### src/rtl/inst_prefetch_if.sv
// Decode-side handshake of the instruction prefetch queue: head instruction, its address, valid/ready.
interface inst_prefetch_if #(
    parameter int ADDR_W = 4
);
    logic              out_valid;
    logic              out_ready;
    logic [7:0]        inst;
    logic [ADDR_W-1:0] inst_pc;

    modport master (
        output out_valid,
        output inst,
        output inst_pc,
        input  out_ready
    );

    modport slave (
        input  out_valid,
        input  inst,
        input  inst_pc,
        output out_ready
    );
endinterface

### src/rtl/inst_prefetch_queue.sv
// Instruction fetch front-end: loadable ROM, PC and DEPTH-entry prefetch FIFO feeding decode.
// Latency: ROM[pc] pushed at an enabled edge is presented at the head right after that edge.
// Backpressure: out_ready low lets the FIFO fill to DEPTH, then the PC holds. FETCH_WRAP_EN wraps PC.
module inst_prefetch_queue #(
    parameter int ADDR_W = 4,
    parameter int DEPTH  = 4
) (
    input  logic                   clk,
    input  logic                   reset,
    input  logic                   en,
    input  logic                   load_en,
    input  logic [ADDR_W-1:0]      load_addr,
    input  logic [7:0]             load_data,
    input  logic                   flush,
    input  logic [ADDR_W-1:0]      flush_pc,
    inst_prefetch_if.master        fetch,
    output logic [$clog2(DEPTH):0] count,
    output logic                   done
);
    localparam int PW = $clog2(DEPTH);
    localparam int CW = PW + 1;
    localparam logic [CW-1:0] FULL = CW'(DEPTH);

    typedef struct packed {
        logic [7:0]        inst;
        logic [ADDR_W-1:0] pc;
    } entry_t;

    logic [7:0]        rom [2**ADDR_W];
    entry_t            q   [DEPTH];
    entry_t            head;
    logic [ADDR_W-1:0] pc;
    logic [PW-1:0]     rd_ptr;
    logic [PW-1:0]     wr_ptr;
    logic              exhausted;
    logic              push;
    logic              pop;

    // out_valid decodes registered count only, so out_ready never reaches it.
    assign fetch.out_valid = (count != '0);
    assign pop             = fetch.out_valid & fetch.out_ready;
    assign push            = en & ~exhausted & ((count != FULL) | pop);

    assign head          = q[rd_ptr];
    assign fetch.inst    = fetch.out_valid ? head.inst : 8'h00;
    assign fetch.inst_pc = fetch.out_valid ? head.pc   : '0;

    // ROM has no reset; a same-edge fetch of load_addr sees the previous byte.
    always_ff @(posedge clk) begin
        if (load_en) begin
            rom[load_addr] <= load_data;
        end
    end

    always_ff @(posedge clk) begin
        if (reset && !flush && push) begin
            q[wr_ptr] <= '{inst: rom[pc], pc: pc};
        end
    end

    always_ff @(posedge clk) begin
        if (!reset) begin
            pc     <= '0;
            rd_ptr <= '0;
            wr_ptr <= '0;
            count  <= '0;
        end else if (flush) begin
            pc     <= flush_pc;
            rd_ptr <= '0;
            wr_ptr <= '0;
            count  <= '0;
        end else begin
            if (push) begin
                wr_ptr <= wr_ptr + PW'(1);
                pc     <= pc + ADDR_W'(1);
            end
            if (pop) begin
                rd_ptr <= rd_ptr + PW'(1);
            end
            case ({push, pop})
                2'b10:   count <= count + CW'(1);
                2'b01:   count <= count - CW'(1);
                default: count <= count;
            endcase
        end
    end

`ifdef FETCH_WRAP_EN
    assign exhausted = 1'b0;
    assign done      = 1'b0;
`else
    localparam logic [ADDR_W-1:0] LAST_PC = '1;

    always_ff @(posedge clk) begin
        if (!reset) begin
            exhausted <= 1'b0;
        end else if (flush) begin
            exhausted <= 1'b0;
        end else if (push && (pc == LAST_PC)) begin
            exhausted <= 1'b1;
        end
    end

    assign done = exhausted & (count == '0);
`endif
endmodule

### src/flat_wrapper.sv
// flat-port wrapper written by rule: the top's interface ports become plain ports
module inst_prefetch_queue_flat 
#(
    parameter int ADDR_W = 4,
    parameter int DEPTH  = 4
)
  (clk, reset, en, load_en, load_addr, load_data, flush, flush_pc, count, done, fetch_out_valid, fetch_inst, fetch_inst_pc, fetch_out_ready);
  inst_prefetch_if #(.ADDR_W(ADDR_W)) fetch_i ();
  input  logic clk;
  input  logic reset;
  input  logic en;
  input  logic load_en;
  input  logic [ADDR_W-1:0] load_addr;
  input  logic [7:0] load_data;
  input  logic flush;
  input  logic [ADDR_W-1:0] flush_pc;
  output logic [$clog2(DEPTH):0] count;
  output logic done;
  output wire logic [$bits(fetch_i.out_valid)-1:0] fetch_out_valid;
  output wire logic [$bits(fetch_i.inst)-1:0] fetch_inst;
  output wire logic [$bits(fetch_i.inst_pc)-1:0] fetch_inst_pc;
  input wire logic [$bits(fetch_i.out_ready)-1:0] fetch_out_ready;
  assign fetch_out_valid = fetch_i.out_valid;
  assign fetch_inst = fetch_i.inst;
  assign fetch_inst_pc = fetch_i.inst_pc;
  assign fetch_i.out_ready = fetch_out_ready;
  inst_prefetch_queue #(.ADDR_W(ADDR_W), .DEPTH(DEPTH)) u_core (.clk(clk), .reset(reset), .en(en), .load_en(load_en), .load_addr(load_addr), .load_data(load_data), .flush(flush), .flush_pc(flush_pc), .fetch(fetch_i), .count(count), .done(done));
endmodule
### config.mk
export PLATFORM = sky130hd
export DESIGN_NAME = inst_prefetch_queue_flat
export DESIGN_NICKNAME = d
export VERILOG_FILES = /design/src/rtl/inst_prefetch_if.sv /design/src/rtl/inst_prefetch_queue.sv /design/src/flat_wrapper.sv
export SDC_FILE = /design/constraint.sdc
export NUM_CORES = 1
export LEC_CHECK = 0
export ABC_CLOCK_PERIOD_IN_PS = 3400
export BUFFER_PORTS_ARGS = -buffer_cell sky130_fd_sc_hd__buf_4
export CAP_MARGIN = 25
export CORE_MARGIN = 2
export CORE_UTILIZATION = 60
export CTS_CLUSTER_SIZE = 25
export DETAILED_ROUTE_END_ITERATION = 8
export PLACE_DENSITY_LB_ADDON = 0.08
export SLEW_MARGIN = 5
export SYNTH_ARGS = -nofsm -noshare
export SYNTH_HDL_FRONTEND = slang
export SYNTH_SLANG_ARGS = --single-unit
### constraint.sdc
create_clock -name clk -period 3.4 [get_ports clk]
set_input_delay 1.02 -clock clk [delete_from_list [all_inputs] [get_ports clk]]
set_output_delay 1.02 -clock clk [all_outputs]
set_load 0.005 [all_outputs]
==> results of run 1 <==
-- cell families (layout without fill, tap and decap cells) --
family	count (synthesis)	after routing	share of synthesized area, %
xor+xnor	4	4	0.4599
flops	194	194	74.11
buf+inv	24	91	1.872
fa+ha+maj	7	7	1.248
compound gates	37	37	3.220
simple gates	76	76	5.289
mux	44	44	13.80
-- synthesized netlist by cell type, types with 3 or more instances --
library cell	instances	area, um2
mux4_1	16	420.4
dfxtp_1	18	360.4
o21ai_0	8	40.04
mux4_2	28	630.6
nor2b_1	14	87.58
nor2_1	21	78.83
and3_1	4	25.02
edfxtp_1	176	5285
xor2_1	4	35.03
nor3_1	6	30.03
inv_1	9	33.78
a22oi_1	16	120.1
buf_6	3	33.78
o31ai_1	3	22.52
nand2b_1	3	18.77
nand2_1	12	45.04
or3_1	3	18.77
ha_1	6	75.07
buf_2	3	15.01
a21oi_1	4	20.02
a31oi_1	3	18.77
clkdlybuf4s25_2	3	30.03
-- sequential cells by signal, summed over array words and instances, names as in the netlist, named ones only --
signal            flops
u_core.pc             4
u_core.rom          128
u_core.rd_ptr         2
u_core.q             48
u_core.exhausted      1
u_core.wr_ptr         2
u_core.count          3
-- stage by stage --
stage / utilization (%) / setup WS, ns / std cells
final: 69.74 / 0.5557 / 625
after floorplan: - / 0.5204 / 386
after detailed placement: 64.81 / 0.4585 / 593
after CTS: 69.74 / 0.5077 / 625
after global placement: 64.81 / 0.5137 / 593
after global routing: 69.74 / 0.4320 / 625
-- power by group through the flow --
| stage | combinational, mW | clock (mW) | sequential, mW |
|---|---|---|---|
| global placement | 0.296 | 0 | 2.74 |
| detailed placement | 0.303 | 0 | 2.75 |
| global route | 0.329 | 2.18 | 2.70 |
| finish | 0.299 | 2.04 | 2.69 |
| CTS | 0.304 | 2.08 | 2.69 |
| floorplan | 0.188 | 0 | 2.73 |
-- worst paths after layout --
kind         depth (start not counted)  slack, ns        endpoint        startpoint
max                                  4       0.56   fetch_inst[4]              flop
min                                  2       0.53            flop  u_core.rd_ptr[0]
max reg2reg                          4       1.14  u_core.q[0][9]              flop
min reg2reg                          2       0.53            flop  u_core.rd_ptr[0]
-- worst max-delay path: stages, from the launching register on --
cell and delay (ns):
dfxtp_1 0.31, buf_4 0.26, mux4_2 0.55, nor2b_1 0.15, buf_4 0.13
-- per-layer routing --
layer,up-vias,routed length [um],GRT usage [%]
met4,0,72,5.882
met2,96,6867,34.42
met3,4,629,5.501
met1,1847,5566,28.41
met5,-,0,0
li1,1683,-,-
-- area by class of cell --
cell class / count / area (um2)
clock inverters: 14 / 187.7
multi-input cells: 168 / 1829
repair buffers: 50 / 387.9
fillers: 802 / 3787
flip-flops and latches: 194 / 5647
clock buffers: 18 / 429.2
inverters: 9 / 33.78
well taps: 172 / 215.2
==> flow_summary.yaml, run 1 <==
finish:
  fin_nets: 469
  n_antenna_cell: 0
  final_cell_mix: "edfxtp_1 (176), buf_4 (49), mux4_2 (28), nor2_1 (21)"
  drive_gt1_share_pct: 24.50
  design_area_um2: 8730
  layout_commonest_cell: "edfxtp_1"
  syn_to_final_growth_pct: 14.60
drt:
  drt-vias-per-instance: 5.808
  drc_errors: 0
  drt_iter0_markers: 284
  wl_per_cell_um: 21.02
  drtPass1Iterations: 5
  antenna_left: 0
  via_count: 3630
  totalWireLength_mm: 13.14
place:
  io_buffers: 38
  hpwl_mm: 8.410
  post_dp_cell_area_um2: 8113
  gp_congestion: 0.7490
critical_path:
  crit_type: "flop to output pin"
  required_ns: 2.38
  path_max_fanout: 12
  crit_path_start_kind: "flop"
  critPathCaptureType: "output pin"
  arrival_ns: 1.82
floorplanning:
  dieWidth_um: 116.7
  io_pins: 39
  die_area_um2: 13610
  start_util_pct: 60.86
  die_h_um: 116.7
  core_um2: 12520
  row_count: 41
clock_tree:
  cts_root_buf: "clkbuf_16"
  clk_pin_slew_worst_paths_ns: 0.06
  cts_buffers: 17
  cts_resized: 0
  tritoncts: "yes"
  post_cts_buffers: 0
  clock_sinks: 194
  clk_latency_ns: 0.42
  hold_buffers: 0
  htreeDepth: 4
  clk_path_buf_depth: 2
timing:
  drv_slew: 0
  setup_viol: 0
  finalHoldViolCount: 0
  finalSetupTns_ns: 0
  fmax_ghz: 0.3516
  whs_ns: 0.5303
  min_period_ns: 2.844
  rsz0062_at_grt: "no"
  tightest_slew_ns: 0.7828
  relSlewSlack_pct: 47.62
  finClkSkew_ns: 0.006075
  finalCritPeriodShare_pct: 83.66
yosys:
  seq_area_frac_synth_pct: 74.11
  synthFlopType: "edfxtp_1"
  postSynthCellCount: 386
  ys_types: 37
  synth_warnings: 0
  netlist_area_um2: 7617
  ys_ff_latch: 194
  syn-num-nets: 415
  synth_edf_count: 176
  avgSynthCellArea_um2: 19.73
  synthArstFlopShare_pct: 0
pwr:
  seq_power_share_pct: 53.5
  powerDensity_nw_per_um2: 577.0
  p_leak_nw: 2.916
  peakVddDrop_mv: 0.3703
  p_comb_share_pct: 5.9
  switching_power_mw: 1.009
  switching_share_pct: 20.04
  p_int_mw: 4.027
  totalPowerFinal_mw: 5.037
  p_clk_share_pct: 40.6
global_routing:
  grt_antenna_before_repair: 0
  grt_use_total_pct: 20.96
  grt_pass1_vias: 3554
  overflow: 0
  grt_max_degree: 33
  grt_first_pass_wirelength_mm: 19.69
run_status:
  status: "complete, no violations"
run:
  maxCapViolCount: 0
worst_hold_path:
  hp-class: "flop to flop"
No activity file was read; power rests on OpenSTA's default activity.
==> run 2, diff against run 1 <==
Settings changed: ABC_CLOCK_PERIOD_IN_PS 3400 to 2600, CORE_UTILIZATION 60 to 55.
Clock period 3.4 ns to 2.6 ns, I/O delays scaled along.
==> run 2 against run 1 <==
Compared with the run above: worst setup slack got worse by 0.47 ns; clock power rose by 33%; clock skew rose by 0.00060 ns; critical path type unchanged; critical endpoint is now fetch_inst[6]; largest power group unchanged.
==> flow_summary.yaml, run 2 (same netlist as run 1, synthesis figures left out) <==
drt:
  drt_iter0_markers: 266
  wl_per_cell_um: 20.87
  drc_errors: 0
  drt-vias-per-instance: 5.729
  drtPass1Iterations: 4
  via_count: 3770
  antenna_left: 0
  totalWireLength_mm: 13.73
finish:
  fillers: 935
  fin_nets: 496
  regMostFlops: "u_core.rom"
  drive_gt1_share_pct: 28.87
  fin_util_pct: 65.57
  largest_register_ffs: 128
  syn_to_final_growth_pct: 18.10
  largestRegisters: "u_core.rom x128, u_core.q x48, u_core.pc x4"
  final_cell_mix: "edfxtp_1 (176), buf_4 (73), mux4_2 (28), nor2_1 (21), clkbuf_16 (18)"
  design_area_um2: 8996
  fin_cells: 658
  layout_commonest_cell: "edfxtp_1"
  n_antenna_cell: 0
clock_tree:
  cts_buffers: 17
  clk_path_buf_depth: 2
  cts_root_buf: "clkbuf_16"
  hold_buffers: 0
  tritoncts: "yes"
  htreeDepth: 4
  clk_pin_slew_worst_paths_ns: 0.07
  clock_sinks: 194
  post_cts_buffers: 0
  clk_latency_ns: 0.42
timing:
  relSlewSlack_pct: 50.00
  finalCritPeriodShare_pct: 96.60
  fmax_ghz: 0.3981
  finalSetupTns_ns: 0
  tightest_slew_ns: 0.7485
  finalHoldViolCount: 0
  finClkSkew_ns: 0.006674
  whs_ns: 0.5372
  worst_slack_ns: 0.08832
  rsz0062_at_grt: "no"
  min_period_ns: 2.512
  setup_viol: 0
  drv_slew: 0
critical_path:
  crit_type: "flop to output pin"
  required_ns: 1.82
  crit_path_start_kind: "flop"
  arrival_ns: 1.73
  path_max_fanout: 6
  critPathCaptureType: "output pin"
global_routing:
  grt_first_pass_wirelength_mm: 21.75
  grt_use_total_pct: 20.66
  grt_max_degree: 33
  grt_pass1_vias: 3976
  overflow: 0
  grt_antenna_before_repair: 0
run_status:
  status: "complete, no violations"
floorplanning:
  row_count: 43
  core_um2: 13720
  io_pins: 39
  die_h_um: 121.7
  dieWidth_um: 121.7
  start_util_pct: 55.52
  die_area_um2: 14810
place:
  dp_slack_ns: -0.03435
  gp_congestion: 0.7392
  hpwl_mm: 8.992
  place_inst: 627
  post_dp_cell_area_um2: 8339
  io_buffers: 38
pwr:
  powerDensity_nw_per_um2: 739.6
  peakVddDrop_mv: 0.5957
  p_leak_nw: 3.077
  totalPowerFinal_mw: 6.653
run:
  maxCapViolCount: 0
worst_hold_path:
  hp-class: "flop to flop"
run 2: what timing repair did:
action,in CTS,in global routing
pin swaps,0,0
cloned,0,1
resized for setup,1,3
endpoints found under the setup margin,12,12
run 2: where the power goes:
group	internal (mW)	total, mW	switching, mW
Sequential	3.48	3.52	0.0363
Combinational	0.193	0.412	0.218
Clock	1.68	2.72	1.04
run 2: layout make-up:
| cell class | instances | area (um2) | area share (%) |
|---|---|---|---|
| inverters | 9 | 33.78 | 0.3755 |
| clock inverters | 13 | 192.7 | 2.142 |
| repair buffers | 77 | 633.1 | 7.038 |
| well taps | 180 | 225.2 | 2.503 |
| clock buffers | 17 | 425.4 | 4.729 |
| multi-input cells | 168 | 1838 | 20.43 |
| flip-flops and latches | 194 | 5648 | 62.78 |
run 2: layer usage:
| layer | GRT usage, % | share of wire (%) | vias up | wire length, um |
|---|---|---|---|---|
| li1 | - | - | 1737 | - |
| met1 | 25.14 | 41 | 1959 | 5613 |
| met2 | 36.13 | 55 | 67 | 7494 |
| met3 | 5.712 | 3.6 | 7 | 494 |
| met4 | 6.609 | 0.96 | 0 | 132 |
| met5 | 0 | 0 | - | 0 |
run 2: path summary, 6_finish.rpt:
kind,from,end,slack (ns),cells after the start
worst max-delay path,flop,fetch_inst[6],0.09,4
worst min-delay path,u_core.wr_ptr[0],u_core.wr_ptr[0],0.54,2
worst max register to register,u_core.count[0],u_core.count[2],0.38,9
worst min register to register,u_core.wr_ptr[0],u_core.wr_ptr[0],0.54,2
run 2: worst max-delay path, cell delays in order (launching register included):
cell and delay, ns:
dfxtp_2 0.38, clkbuf_16 0.17, mux4_2 0.48, nor2b_1 0.14
buf_4 0.13
==> run 3, diff against run 2 <==
Settings changed: ABC_CLOCK_PERIOD_IN_PS 2600 to 2700, CELL_PAD_IN_SITES_DETAIL_PLACEMENT set to 1, CELL_PAD_IN_SITES_GLOBAL_PLACEMENT set to 2, CORE_UTILIZATION 55 to 47.
Clock period 2.6 ns to 2.7 ns, I/O delays scaled along.
==> run 3 against run 2 <==
Compared with the run above: register-to-register slack gained 0.10 ns; sequential share of layout area is 0.94 points higher; total power fell by 8.0%; final area down 1.5%; critical path depth stayed put; hold slack worse by 0.010 ns; largest cell class unchanged; largest power group unchanged; highest routed layer unchanged.
==> flow_summary.yaml, run 3 (same netlist as run 1, synthesis figures left out) <==
finish:
  regMostFlops: "u_core.rom"
  design_area_um2: 8861
  layout_commonest_cell: "edfxtp_1"
  fin_nets: 487
  fillers: 1441
  syn_to_final_growth_pct: 16.33
  drive_gt1_share_pct: 28.24
  final_cell_mix: "edfxtp_1 (176), buf_4 (66), mux4_2 (28), nor2_1 (21)"
  largest_register_ffs: 128
  n_antenna_cell: 0
  largestRegisters: "u_core.rom x128, u_core.q x48, u_core.pc x4"
critical_path:
  crit_type: "flop to output pin"
  critPathCaptureType: "output pin"
  ff2ff_setup_slack_ns: 0.48
  required_ns: 1.89
  critPathSlowestCell: "mux4_2"
  slowest_delay_ns: 0.54
  path_max_fanout: 12
  path_cells: "buf_8, mux4_2, nor2b_1, buf_4"
  crit_path_start_kind: "flop"
  arrival_ns: 1.78
timing:
  rsz0062_at_grt: "no"
  finalSetupTns_ns: 0
  drv_slew: 0
  tightest_slew_ns: 0.7143
  fmax_ghz: 0.3858
  setup_viol: 0
  finalCritPeriodShare_pct: 96.00
  finClkSkew_ns: 0.01858
  relSlewSlack_pct: 52.28
  finalHoldViolCount: 0
  whs_ns: 0.5268
  min_period_ns: 2.592
clock_tree:
  tritoncts: "yes"
  cts_root_buf: "clkbuf_16"
  hold_buffers: 0
  clock_sinks: 194
  htreeDepth: 4
  clk_latency_ns: 0.43
  clk_pin_slew_worst_paths_ns: 0.07
  cts_buffers: 17
  clk_path_buf_depth: 2
drt:
  drc_errors: 0
  via_count: 3760
  wl_per_cell_um: 21.63
  drt-vias-per-instance: 5.473
  antenna_left: 0
  drt_iter0_markers: 237
  totalWireLength_mm: 14.86
  drtPass1Iterations: 4
run_status:
  status: "complete, no violations"
floorplanning:
  row_count: 46
  start_util_pct: 47.95
  die_h_um: 131.3
  io_pins: 39
  die_area_um2: 17240
  dieWidth_um: 131.3
  core_um2: 15890
pwr:
  peakVddDrop_mv: 0.4822
  powerDensity_nw_per_um2: 690.4
  p_leak_nw: 2.992
place:
  post_dp_cell_area_um2: 8308
  gp_congestion: 0.7026
  hpwl_mm: 9.856
  io_buffers: 38
global_routing:
  grt_antenna_before_repair: 0
  grt_max_degree: 33
  grt_use_total_pct: 18.65
  overflow: 0
  grt_pass1_vias: 4093
  grt_first_pass_wirelength_mm: 23.89
worst_hold_path:
  hp-class: "flop to flop"
run:
  maxCapViolCount: 0
==> run 3: repair_timing <==
item                       CTS  global route
setup endpoints to repair    5             1
resized for setup            1             1
gates cloned                 0             0
buffers inserted             0             0
==> run 3: layer usage <==
layer	vias to the layer above	GRT usage, %	part of all wire [%]
met4	0	6.884	1.4
li1	1719	-	-
met1	1942	23.14	43
met3	16	4.012	3.3
met5	-	0	0
met2	83	32.40	53
==> run 3: worst max-delay path, delay by kind of cell, from the launching register on <==
kind	cells	cell delay (ns)
buffers and inverters	2	0.32
flip-flops	1	0.35
multiplexers	1	0.54
AND/OR/NAND/NOR	1	0.15
==> run 3: power by group <==
group | internal, mW | total [mW] | switching, mW | leakage [nW]
sequential | 3.35 | 3.39 | 0.0346 | 1.74
combinational | 0.178 | 0.391 | 0.213 | 0.976
clock | 1.21 | 2.34 | 1.13 | 0.273
==> run 3: stage by stage <==
step	setup slack, ns	cells	power [mW]	utilization, %
floorplan	0.03039	386	3.676	-
global route	0.01354	687	6.332	55.78
CTS	0.02427	687	6.190	55.76
global placement	0.06619	655	3.836	52.30
finish	0.1079	687	6.118	55.78
detailed placement	0.02284	655	3.854	52.30
==> run 3: worst paths after layout <==
path / from / end / cells past startpoint
max: flop / fetch_inst[2] / 4
min: u_core.wr_ptr[1] / u_core.wr_ptr[1] / 2
max reg2reg: u_core.count[2] / u_core.count[2] / 9
min reg2reg: u_core.wr_ptr[1] / u_core.wr_ptr[1] / 2
==> run 3: cell type report <==
type	instances	area [um2]	area share (%)
multi-input cells	168	1834	20.70
clock buffers	17	425.4	4.801
flip-flops and latches	194	5647	63.72
inverters	9	33.78	0.3812
well taps	216	270.3	3.050
repair buffers	68	530.5	5.987
clock inverters	15	120.1	1.356
